## src/rtl/fp_wb_pkg.sv

```systemverilog
// rtl/fp_wb_pkg.sv - source codes and default widths shared by the FP writeback arbiter
package fp_wb_pkg;

  localparam int DATA_W_DEF = 32;
  localparam int RD_W_DEF   = 5;
  localparam int CNT_W_DEF  = 16;

  // Codes double as bit positions in the valid/grant vectors.
  typedef enum logic [1:0] {
    SRC_DM   = 2'b00,
    SRC_MOV  = 2'b01,
    SRC_NORM = 2'b10
  } src_e;

  function automatic src_e src_after(input src_e s);
    case (s)
      SRC_DM:  return SRC_MOV;
      SRC_MOV: return SRC_NORM;
      default: return SRC_DM;
    endcase
  endfunction

endpackage

```

## src/rtl/fp_wb_rr_arb3.sv

```systemverilog
// rtl/fp_wb_rr_arb3.sv - three-way grant select; round-robin pointer when FP_WB_RR_EN is defined,
// otherwise fixed priority norm > dm > mov with no state
module fp_wb_rr_arb3
  import fp_wb_pkg::*;
(
`ifdef FP_WB_RR_EN
  input  logic       clk,
  input  logic       rst,
`endif
  input  logic       block_i,
  input  logic [2:0] valid_i,
  output logic [2:0] grant_o,
  output src_e       grant_src_o
);

`ifdef FP_WB_RR_EN
  src_e ptr_q, ptr_d;

  always_ff @(posedge clk or posedge rst) begin
    if (rst) ptr_q <= SRC_NORM;
    else     ptr_q <= ptr_d;
  end

  always_comb begin
    src_e cand;
    logic found;
    grant_o     = '0;
    grant_src_o = SRC_DM;
    found       = 1'b0;
    cand        = src_after(ptr_q);
    for (int k = 0; k < 3; k++) begin
      if (!block_i && !found && valid_i[cand]) begin
        grant_o[cand] = 1'b1;
        grant_src_o   = cand;
        found         = 1'b1;
      end
      cand = src_after(cand);
    end
  end

  // Pointer only moves on a real transfer so a stalled cycle keeps fairness intact.
  assign ptr_d = (|grant_o) ? grant_src_o : ptr_q;
`else
  always_comb begin
    grant_o     = '0;
    grant_src_o = SRC_NORM;
    if (!block_i) begin
      if (valid_i[SRC_NORM]) begin
        grant_o[SRC_NORM] = 1'b1;
        grant_src_o       = SRC_NORM;
      end else if (valid_i[SRC_DM]) begin
        grant_o[SRC_DM] = 1'b1;
        grant_src_o     = SRC_DM;
      end else if (valid_i[SRC_MOV]) begin
        grant_o[SRC_MOV] = 1'b1;
        grant_src_o      = SRC_MOV;
      end
    end
  end
`endif

endmodule

```

## src/rtl/fp_wb_arbiter.sv

```systemverilog
// rtl/fp_wb_arbiter.sv - merges dm/mov/norm results into one registered FP/INT writeback stage
// with a saturating contention counter; FP_WB_RR_EN selects round-robin arbitration
module fp_wb_arbiter
  import fp_wb_pkg::*;
#(
  parameter int DATA_W = DATA_W_DEF,
  parameter int RD_W   = RD_W_DEF,
  parameter int CNT_W  = CNT_W_DEF
) (
  input  logic              clk,
  input  logic              rst,
  input  logic              dm_valid,
  output logic              dm_ready,
  input  logic [DATA_W-1:0] dm_data,
  input  logic [RD_W-1:0]   dm_rd,
  input  logic              dm_fp_en,
  input  logic              dm_int_en,
  input  logic              mov_valid,
  output logic              mov_ready,
  input  logic [DATA_W-1:0] mov_data,
  input  logic [RD_W-1:0]   mov_rd,
  input  logic              mov_fp_en,
  input  logic              mov_int_en,
  input  logic              norm_valid,
  output logic              norm_ready,
  input  logic [DATA_W-1:0] norm_data,
  input  logic [RD_W-1:0]   norm_rd,
  input  logic              norm_fp_en,
  input  logic              norm_int_en,
  input  logic              wb_stall,
  output logic              wb_valid,
  output logic [1:0]        wb_sel,
  output logic [RD_W-1:0]   wb_rd,
  output logic              fp_we,
  output logic              int_we,
  output logic [DATA_W-1:0] fp_wdata,
  output logic [DATA_W-1:0] int_wdata,
  output logic [CNT_W-1:0]  conflict_cnt
);

  logic [2:0]        valid, grant;
  src_e              grant_src;
  logic              transfer, contended;
  logic [DATA_W-1:0] sel_data;
  logic [RD_W-1:0]   sel_rd;
  logic              sel_fp_en, sel_int_en;

  logic              wb_valid_q, wb_valid_d;
  src_e              wb_sel_q, wb_sel_d;
  logic [RD_W-1:0]   wb_rd_q, wb_rd_d;
  logic              fp_we_q, fp_we_d, int_we_q, int_we_d;
  logic [DATA_W-1:0] fp_wdata_q, fp_wdata_d, int_wdata_q, int_wdata_d;
  logic [CNT_W-1:0]  cnt_q, cnt_d;

  assign valid = {norm_valid, mov_valid, dm_valid};

  fp_wb_rr_arb3 u_arb (
`ifdef FP_WB_RR_EN
    .clk         (clk),
    .rst         (rst),
`endif
    .block_i     (wb_stall | rst),
    .valid_i     (valid),
    .grant_o     (grant),
    .grant_src_o (grant_src)
  );

  assign dm_ready   = grant[SRC_DM];
  assign mov_ready  = grant[SRC_MOV];
  assign norm_ready = grant[SRC_NORM];
  assign transfer   = |grant;
  assign contended  = (dm_valid & mov_valid) | (dm_valid & norm_valid) | (mov_valid & norm_valid);

  always_comb begin
    case (grant_src)
      SRC_DM:  begin sel_data = dm_data;   sel_rd = dm_rd;   sel_fp_en = dm_fp_en;   sel_int_en = dm_int_en;   end
      SRC_MOV: begin sel_data = mov_data;  sel_rd = mov_rd;  sel_fp_en = mov_fp_en;  sel_int_en = mov_int_en;  end
      default: begin sel_data = norm_data; sel_rd = norm_rd; sel_fp_en = norm_fp_en; sel_int_en = norm_int_en; end
    endcase
  end

  always_comb begin
    wb_valid_d  = wb_valid_q;
    wb_sel_d    = wb_sel_q;
    wb_rd_d     = wb_rd_q;
    fp_we_d     = fp_we_q;
    int_we_d    = int_we_q;
    fp_wdata_d  = fp_wdata_q;
    int_wdata_d = int_wdata_q;
    if (!wb_stall) begin
      if (transfer) begin
        wb_valid_d  = 1'b1;
        wb_sel_d    = grant_src;
        wb_rd_d     = sel_rd;
        fp_we_d     = sel_fp_en;
        int_we_d    = sel_int_en;
        fp_wdata_d  = sel_fp_en  ? sel_data : '0;
        int_wdata_d = sel_int_en ? sel_data : '0;
      end else begin
        // Bubble: sel/rd keep their last value, only the write qualifiers drop.
        wb_valid_d  = 1'b0;
        fp_we_d     = 1'b0;
        int_we_d    = 1'b0;
        fp_wdata_d  = '0;
        int_wdata_d = '0;
      end
    end
    cnt_d = cnt_q;
    if (transfer && contended && (cnt_q != '1)) cnt_d = cnt_q + 1'b1;
  end

  always_ff @(posedge clk or posedge rst) begin
    if (rst) begin
      wb_valid_q  <= 1'b0;
      wb_sel_q    <= SRC_DM;
      wb_rd_q     <= '0;
      fp_we_q     <= 1'b0;
      int_we_q    <= 1'b0;
      fp_wdata_q  <= '0;
      int_wdata_q <= '0;
      cnt_q       <= '0;
    end else begin
      wb_valid_q  <= wb_valid_d;
      wb_sel_q    <= wb_sel_d;
      wb_rd_q     <= wb_rd_d;
      fp_we_q     <= fp_we_d;
      int_we_q    <= int_we_d;
      fp_wdata_q  <= fp_wdata_d;
      int_wdata_q <= int_wdata_d;
      cnt_q       <= cnt_d;
    end
  end

  assign wb_valid     = wb_valid_q;
  assign wb_sel       = wb_sel_q;
  assign wb_rd        = wb_rd_q;
  assign fp_we        = fp_we_q;
  assign int_we       = int_we_q;
  assign fp_wdata     = fp_wdata_q;
  assign int_wdata    = int_wdata_q;
  assign conflict_cnt = cnt_q;

endmodule

```

## config.mk

```make
export PLATFORM = sky130hd
export DESIGN_NAME = fp_wb_arbiter
export DESIGN_NICKNAME = d
export VERILOG_FILES = /design/src/rtl/fp_wb_pkg.sv /design/src/rtl/fp_wb_rr_arb3.sv /design/src/rtl/fp_wb_arbiter.sv
export SDC_FILE = /design/constraint.sdc
export NUM_CORES = 1
export LEC_CHECK = 0
export BUFFER_PORTS_ARGS = -buffer_cell sky130_fd_sc_hd__buf_2
export CORE_UTILIZATION = 40
export DETAILED_ROUTE_END_ITERATION = 7
export PLACE_DENSITY = 0.76
export SETUP_SLACK_MARGIN = 0.2
export SLEW_MARGIN = 20
export SYNTH_ARGS = -nofsm -noshare
export SYNTH_HDL_FRONTEND = slang
export SYNTH_SLANG_ARGS = --single-unit
```

## constraint.sdc

```tcl
create_clock -name clk -period 2.78 [get_ports clk]
set_input_delay 0.278 -clock clk [delete_from_list [all_inputs] [get_ports clk]]
set_output_delay 0.278 -clock clk [all_outputs]
set_load 0.02 [all_outputs]
```

# [After elaboration in Yosys (flattened, before gate mapping)]
# Cells that the tools add are included.
[op_classes] addsub=1 muxes=21 bitwise_logic=7 eq_ne=2 n_reduce_logical=5
[ops] op="$mux 32" n=4
[ops] op="$pmux 32 s2" n=1
[ops] op="$add 16x1->16 const B" n=1
[ops] op="$ne 16x16->1 const B" n=1
[ops] op="$mux 2" n=5
[ops] op="$pmux 5 s2" n=1
[ops] op="$mux 1" n=7
[ops] op="$pmux 1 s2" n=2
[ops] op="$and 1x1->1" n=3
[ops] op="$mux 3" n=1
[ops] op="$or 1x1->1" n=3
[ops] op="$reduce_or 3->1" n=1
[ops] op="$eq 2x1->1 const B" n=1
[ops] op="$logic_and 1x1->1" n=2
[ops] op="$logic_not 2->1" n=1
[ops] op="$reduce_and 2->1" n=1
[ops] op="$not 1->1" n=1
[totals] reg_bits=90 wordCells=44

# [Logic depth before layout (Yosys ltp)]
# Gate-level depths: netlist of the first run.
[logic_depth] word_depth=8 ltp_mapped=7 depth_no_buf=5

# [Modules after synthesis]
# A second synthesis of the first run with hierarchy kept.
[hier_totals] cells_unflattened=456 area_unflattened_um2=4261.6
[modules_own_cells] mod="fp_wb_arbiter" area_per_inst_um2=4215.3 seq_area_each_um2=2252.2 n_inst=1 cells_each=450
[modules_own_cells] mod="fp_wb_rr_arb3" area_per_inst_um2=46.3 seq_area_each_um2=0.0 n_inst=1 cells_each=6

# [Worst setup path after synthesis of the first run]
# Ideal clock, no wire load.
[synth_path] kind="input-to-reg" startpoint="input wb_stall" endpoint="register wb_rd_q[3] (netlist: wb_rd[3])" path_buffers=3 setup_slack_ps=1064 path_stages=7 arrival_ps=1639 path_cell_list="buf_6 or3_1 buf_2 buf_2 nor2_1 a22oi_1 o21ai_1"
[synth_via] elab_chain_cells=4
[synth_rtl] item="start: declaration" line="fp_wb_arbiter.sv:30" source="input logic wb_stall,"
[synth_rtl] item="$or 1x1->1" line="fp_wb_arbiter.sv:62" source=".block_i (wb_stall | rst),"
[synth_rtl] item="$mux 3" line="fp_wb_rr_arb3.sv:47" source="if (!block_i) begin"
[synth_rtl] item="via mov_ready" line="fp_wb_arbiter.sv:19" source="output logic mov_ready,"
[synth_rtl] item="$reduce_or 3->1" line="fp_wb_arbiter.sv:71" source="assign transfer = |grant;"
[synth_rtl] item="$reduce_and 2->1 (no source line)"
[synth_rtl] item="end signal: assignment" line="fp_wb_arbiter.sv:125" source="wb_rd_q <= wb_rd_d;"
[synth_rtl] item="end: declaration" line="fp_wb_arbiter.sv:50" source="logic [RD_W-1:0] wb_rd_q, wb_rd_d;"
# The timed path passes the listed nets, and every way through them passes these cells.
# A chain may end at the register's enable or synchronous reset.

# [Worst setup path after layout of the first run]
[layout_path] startpoint="input wb_stall" endpoint="output dm_ready"
[layout_via] elab_chain_cells=2
[layout_rtl] item="$or 1x1->1" line="fp_wb_arbiter.sv:62"
[layout_rtl] item="$mux 3" line="fp_wb_rr_arb3.sv:47"
[layout_rtl] item="end: declaration" line="fp_wb_arbiter.sv:13" source="output logic dm_ready,"
# No other way between the ends.

==> flow_metrics.py, run 1 <==
metrics = {
    "run_status": {
        "status": "complete, no violations",
    },
    "cts": {
        "htree_levels": 3,
        "post_cts_buffers": 0,
        "cts.repair.resized": 0,
        "clock_path_buffers": 2,
        "cts_tree": "built",
        "worstSkewPairLatency_ns": 0.33,
        "clockRootBuffer": "clkbuf_16",
        "cts.sinks": 90,
        "cts.clk_slew.worst_paths_ns": 0.06,
        "cts_buffers": 9,
        "cts_hold_buffers": 0,
    },
    "floorplanning": {
        "fp.dieW_um": 109,
        "row_count": 38,
        "ios": 216,
        "start_util": 0.416,
        "die_height_um": 109,
        "die_area_mm2": 0.0119,
        "core_area_mm2": 0.0110,
    },
    "power": {
        "cellPowerDensity_mw_per_mm2": 601,
        "ir_worst_vdd_mv": 0.528,
        "switchingPower_mw": 1.04,
        "power_frac_comb": 0.208,
        "p_leak_nw": 3.10,
        "internal_power_mw": 2.61,
        "p_clk_frac": 0.373,
        "swShare": 0.284,
        "p_total_mw": 3.64,
        "pwr-share-seq": 0.419,
    },
    "synthesis": {
        "netlist.area_leader.share": 0.491,
        "synth_top_area_cell": "dfrtp_1",
        "synth.yosys.seq_area_share": 0.491,
        "synthFlopType": "dfrtp_1",
        "yosys-top-cells-area": "dfrtp_1 (49%), a22o_1 (12%), o22ai_2 (7.9%)",
        "ys_ff_latch": 90,
        "ys_warn_count": 0,
        "syn-mean-instance-area_um2": 11.4,
        "yosysMostFrequentCell": "dfrtp_1",
        "syn_area_mm2": 0.00459,
        "synthArstFlopShare": 1.00,
        "synth-edff-count": 0,
        "synth_cells": 404,
        "synth_commonest_cells": "dfrtp_1 (90), a22o_1 (64), nor2_1 (42), o32ai_1 (32), o22ai_2 (29)",
        "yosysUniqueCellTypes": 40,
        "synth_nets": 528,
    },
    "global_routing": {
        "overflow": 0,
        "grt_max_degree": 91,
        "grt_pass1_wl_um": 21100,
        "grt_antenna_before_repair": 0,
        "grt_pass1_vias": 4217,
        "grt_usage": 0.232,
    },
    "timing": {
        "tns_ns": 0,
        "hold_ws_ns": 0.0933,
        "tightest_slew_ns": 0.680,
        "finalMaxSlewViolations": 0,
        "setup_viol": 0,
        "rsz0062_at_grt": "no",
        "fmax_mhz": 484,
        "clock_skew_ns": 0.00523,
        "finalCritPeriodShare": 0.743,
        "hold_viol_final": 0,
        "period_minus_slack_ns": 2.06,
        "relSlewSlack": 0.543,
    },
    "placed_design": {
        "place.gp.congestion": 0.850,
        "hpwlAfterDp_um": 9540,
        "port_buffers": 215,
        "post-place-cells": 732,
    },
    "finish": {
        "fill_cells": 984,
        "area_growth_pct": 32.0,
        "instances_no_fill": 748,
        "fin_util": 0.549,
        "drive_gt1_frac": 0.462,
        "diodes": 0,
        "finalNetCount": 727,
    },
    "setup_path": {
        "endpoint": "dm_ready",
        "crit_fanout": 16,
        "cp.required_ns": 2.50,
        "startpoint": "wb_stall",
        "rr_startpoint": "conflict_cnt[0]$_DFFE_PP0P_",
        "crit_arrival_ns": 1.79,
        "crit_path_start_kind": "primary input",
        "cp-end-kind": "primary output",
        "r2r_setup_slack_ns": 1.02,
        "reg2reg_depth": 6,
        "worstReg2RegEnd": "conflict_cnt[15]$_DFFE_PP0P_",
        "path_class": "in -> out",
    },
    "routing": {
        "viasPerCell": 5.72,
        "num_vias": 4279,
        "routed_wirelength_um": 13700,
        "drc": 0,
        "routedWlPerCell_um": 18.3,
        "ant_nets": 0,
        "first_pass_iters": 4,
        "drt_iter0_markers": 285,
    },
    "job": {
        "cap_violations": 0,
    },
    "min_path": {
        "hold_class": "in -> async",
    },
}
-- sequential cells by signal (all words and copies together), names as in the netlist --
name	flops
fp_wdata	32
int_wdata	32
conflict_cnt	16
wb_rd	5
wb_sel	2
fp_we	1
int_we	1
wb_valid	1
-- area by class of cell --
| cell class | instances | area (µm²) | area share |
|---|---|---|---|
| Clock inverter | 6 | 105 | 0.0173 |
| Multi-Input combinational cell | 267 | 2070 | 0.341 |
| Timing Repair Buffer | 228 | 1200 | 0.198 |
| Clock buffer | 10 | 229 | 0.0378 |
| Inverter | 7 | 30.0 | 0.00496 |
| Tap cell | 140 | 175 | 0.0289 |
| Sequential cell | 90 | 2250 | 0.372 |
-- placed cells by master, fill, tap and decap left out, drive strengths merged, types with 3 or more instances in the layout --
master | synthesis | layout
clkbuf | 14 | 10
nand2 | 13 | 13
xor2 | 14 | 14
o21ai | 6 | 6
a31oi | 4 | 4
buf | 26 | 228
a22o | 64 | 64
nand3b | 4 | 4
a21o | 4 | 4
o32ai | 32 | 32
dfrtp | 90 | 90
nor4b | 3 | 3
o22ai | 32 | 32
or2 | 3 | 3
nor4 | 9 | 9
nand3 | 4 | 4
inv | 7 | 6
nand4 | 6 | 6
o221ai | 4 | 4
bufinv | 0 | 3
nor2 | 44 | 44
nor3 | 5 | 5
clkinv | 0 | 3
-- power groups by stage --
stage               Combinational (mW)  Sequential, mW  Clock [mW]
finish                           0.757            1.53        1.36
global route                     0.821            1.54        1.45
CTS                              0.763            1.53        1.39
detailed placement               0.763            1.55           0
global placement                 0.742            1.54           0
floorplan                        0.318            1.68           0
-- layer usage --
layer / global-route usage / wire (µm) / up-vias / part of all wire
met2: 0.375 / 6750 / 181 / 0.49
met4: 0.101 / 255 / 0 / 0.019
met3: 0.0466 / 896 / 18 / 0.066
met1: 0.300 / 5750 / 2116 / 0.42
li1: - / - / 1964 / -
met5: 0 / 0 / - / 0
-- worst min path at each step --
stage | from | end | slack (ns) | cells past startpoint
after detailed placement | int_we$_DFFE_PP0N_ | int_we$_DFFE_PP0N_ | 0.47 | 1
final | rst | int_wdata[8]$_DFFE_PP0N_ | 0.09 | 3
after global placement | int_we$_DFFE_PP0N_ | int_we$_DFFE_PP0N_ | 0.46 | 1
after CTS | rst | int_wdata[10]$_DFFE_PP0N_ | 0.15 | 3
after global routing | rst | int_wdata[8]$_DFFE_PP0N_ | 0.17 | 3
after floorplan | mov_rd[3] | wb_rd[3]$_DFFE_PP0P_ | 0.44 | 2
-- per-stage QoR --
stage | worst slack [ns] | area [µm²]
6_report | 0.715 | 6060
4_1_cts | 0.722 | 6060
5_1_grt | 0.632 | 6060
3_5_place_dp | 0.531 | 5720
3_3_place_gp | 0.628 | 5720
2_1_floorplan | 1.06 | 4590
-- logic make-up (layout without fill, tap and decap cells) --
family | count (synthesis) | in the layout | share of synthesized area
buf+inv | 47 | 251 | 0.0594
mux | 1 | 1 | 0.00245
fa+ha+maj | 2 | 2 | 0.00491
flops | 90 | 90 | 0.491
compound gates | 152 | 152 | 0.301
xor+xnor | 15 | 15 | 0.0286
simple gates | 97 | 97 | 0.112
-- worst max-delay path, stage by stage --
cell and delay, ns:
buf_2 0.20, or4b_2 0.80, buf_4 0.25, inv_2 0.07, buf_2 0.16
Note: power is estimated with default switching activity, not from simulation.
==> run 2: changes to the inputs <==
PLACE_DENSITY = 0.73   (was 0.76)
clock period = 2.2 ns   (was 2.78 ns; I/O delays follow)
==> run 2 against run 1 <==
Clock skew fell by 0.0028 ns. Hold slack got worse by 0.048 ns. Largest power group unchanged. Global-route usage fell by 0.44 points.
==> flow_metrics.py, run 2 (synthesized netlist as in run 1, its figures left out) <==
metrics = {
    "run_status": {
        "status": "complete, no violations",
    },
    "setup_path": {
        "crit_fanout": 26,
        "crit_path_start_kind": "primary input",
        "cp-end-kind": "primary output",
        "path_class": "in -> out",
        "crit_arrival_ns": 1.68,
        "cp.required_ns": 1.98,
    },
    "timing": {
        "hold_viol_final": 0,
        "fmax_mhz": 525,
        "finalMaxSlewViolations": 0,
        "setup_viol": 0,
        "tns_ns": 0,
        "clock_skew_ns": 0.00242,
        "rsz0062_at_grt": "no",
        "period_minus_slack_ns": 1.90,
        "relSlewSlack": 0.317,
        "finalCritPeriodShare": 0.865,
        "tightest_slew_ns": 1.02,
    },
    "placed_design": {
        "port_buffers": 215,
        "hpwlAfterDp_um": 9860,
        "place.gp.congestion": 0.842,
    },
    "finish": {
        "drive_gt1_frac": 0.467,
        "mostFrequentLayoutCells": "buf_2 (215), dfrtp_1 (90), a22o_1 (64)",
        "final_common_cell": "buf_2",
        "finalNetCount": 733,
        "area_growth_pct": 33.2,
        "fin_util": 0.554,
    },
    "routing": {
        "routedWlPerCell_um": 18.0,
        "viasPerCell": 5.66,
        "ant_nets": 0,
        "drc": 0,
        "routed_wirelength_um": 13600,
        "first_pass_iters": 4,
        "drt_iter0_markers": 247,
        "num_vias": 4276,
    },
    "job": {
        "cap_violations": 0,
    },
    "floorplanning": {
        "core_area_mm2": 0.0110,
        "start_util": 0.416,
        "die_height_um": 109,
        "fp.dieW_um": 109,
        "ios": 216,
        "die_area_mm2": 0.0119,
        "row_count": 38,
    },
    "power": {
        "p_total_mw": 4.42,
        "ir_worst_vdd_mv": 0.384,
        "p_leak_nw": 3.11,
        "cellPowerDensity_mw_per_mm2": 723,
    },
    "cts": {
        "cts_buffers": 9,
        "worstSkewPairLatency_ns": 0.33,
        "cts_tree": "built",
        "htree_levels": 3,
        "cts.clk_slew.worst_paths_ns": 0.06,
        "clockRootBuffer": "clkbuf_16",
        "post_cts_buffers": 0,
        "clock_path_buffers": 2,
        "cts.repair.resized": 0,
        "cts_hold_buffers": 0,
        "cts.sinks": 90,
    },
    "global_routing": {
        "grt_antenna_before_repair": 3,
        "overflow": 0,
        "grt_pass1_vias": 4133,
        "grt_max_degree": 41,
        "grt_usage": 0.227,
        "grt_pass1_wl_um": 20600,
    },
    "min_path": {
        "hold_class": "in -> async",
    },
}
run 2: cell count changes in the layout (fill, tap and decap cells not counted), sizes merged:
| cell | delta |
|---|---|
| buf | +6 |
| bufinv | -2 |
| clkbuf | +1 |
| clkinv | -3 |
| clkinvlp | +3 |
| diode | +2 |
run 2: critical path, stage by stage:
cell and delay [ns]:
buf_2 0.13, or4b_2 0.80, buf_6 0.28, inv_2 0.08, buf_2 0.16
run 2: area by class of cell:
cell class | instances | area (µm²)
tap | 140 | 175
multi-input combinational | 267 | 2070
fill | 964 | 4920
clock inverter | 4 | 52.6
timing repair buffer | 234 | 1280
clock buffer | 11 | 243
sequential | 90 | 2250
antenna | 2 | 5.00
inverter | 7 | 30.0
run 2: metrics by stage:
stage / instances / hold slack [ns] / worst slack [ns] / instance area, µm²
floorplan: 404 / 0.379 / 0.492 / 4590
global placement: 738 / 0.397 / 0.144 / 5810
detailed placement: 738 / 0.415 / 0.0811 / 5810
CTS: 753 / 0.0589 / 0.224 / 6100
global route: 754 / 0.0898 / 0.254 / 6110
finish: 755 / 0.0455 / 0.296 / 6110
run 2: final timing paths:
check | start | endpoint | slack (ns) | depth (start not counted)
max in group asynchronous | rst | fp_wdata[14]$_DFFE_PP0N_ | 1.58 | 3
hold / removal | rst | wb_rd[2]$_DFFE_PP0P_ | 0.05 | 2
hold reg to reg | wb_sel[0]$_DFFE_PP0P_ | wb_sel[0]$_DFFE_PP0P_ | 0.48 | 1
min in group clk | mov_rd[3] | wb_rd[3]$_DFFE_PP0P_ | 0.15 | 3
setup / recovery | wb_stall | dm_ready | 0.30 | 5
setup reg to reg | conflict_cnt[0]$_DFFE_PP0P_ | conflict_cnt[15]$_DFFE_PP0P_ | 0.51 | 6
run 2: report_power, final:
part / total, mW / internal [mW] / switching (mW)
clock network: 1.52 / 0.905 / 0.615
registers: 1.93 / 1.80 / 0.130
logic: 0.967 / 0.402 / 0.564
total: 4.42 / 3.11 / 1.31
run 2: metal layers:
| metal | track usage | up-vias | wire length (µm) |
|---|---|---|---|
| met5 | 0 | - | 10 |
| met4 | 0.0849 | 2 | 326 |
| li1 | - | 1983 | - |
| met2 | 0.389 | 168 | 6870 |
| met3 | 0.0436 | 26 | 711 |
| met1 | 0.284 | 2097 | 5670 |
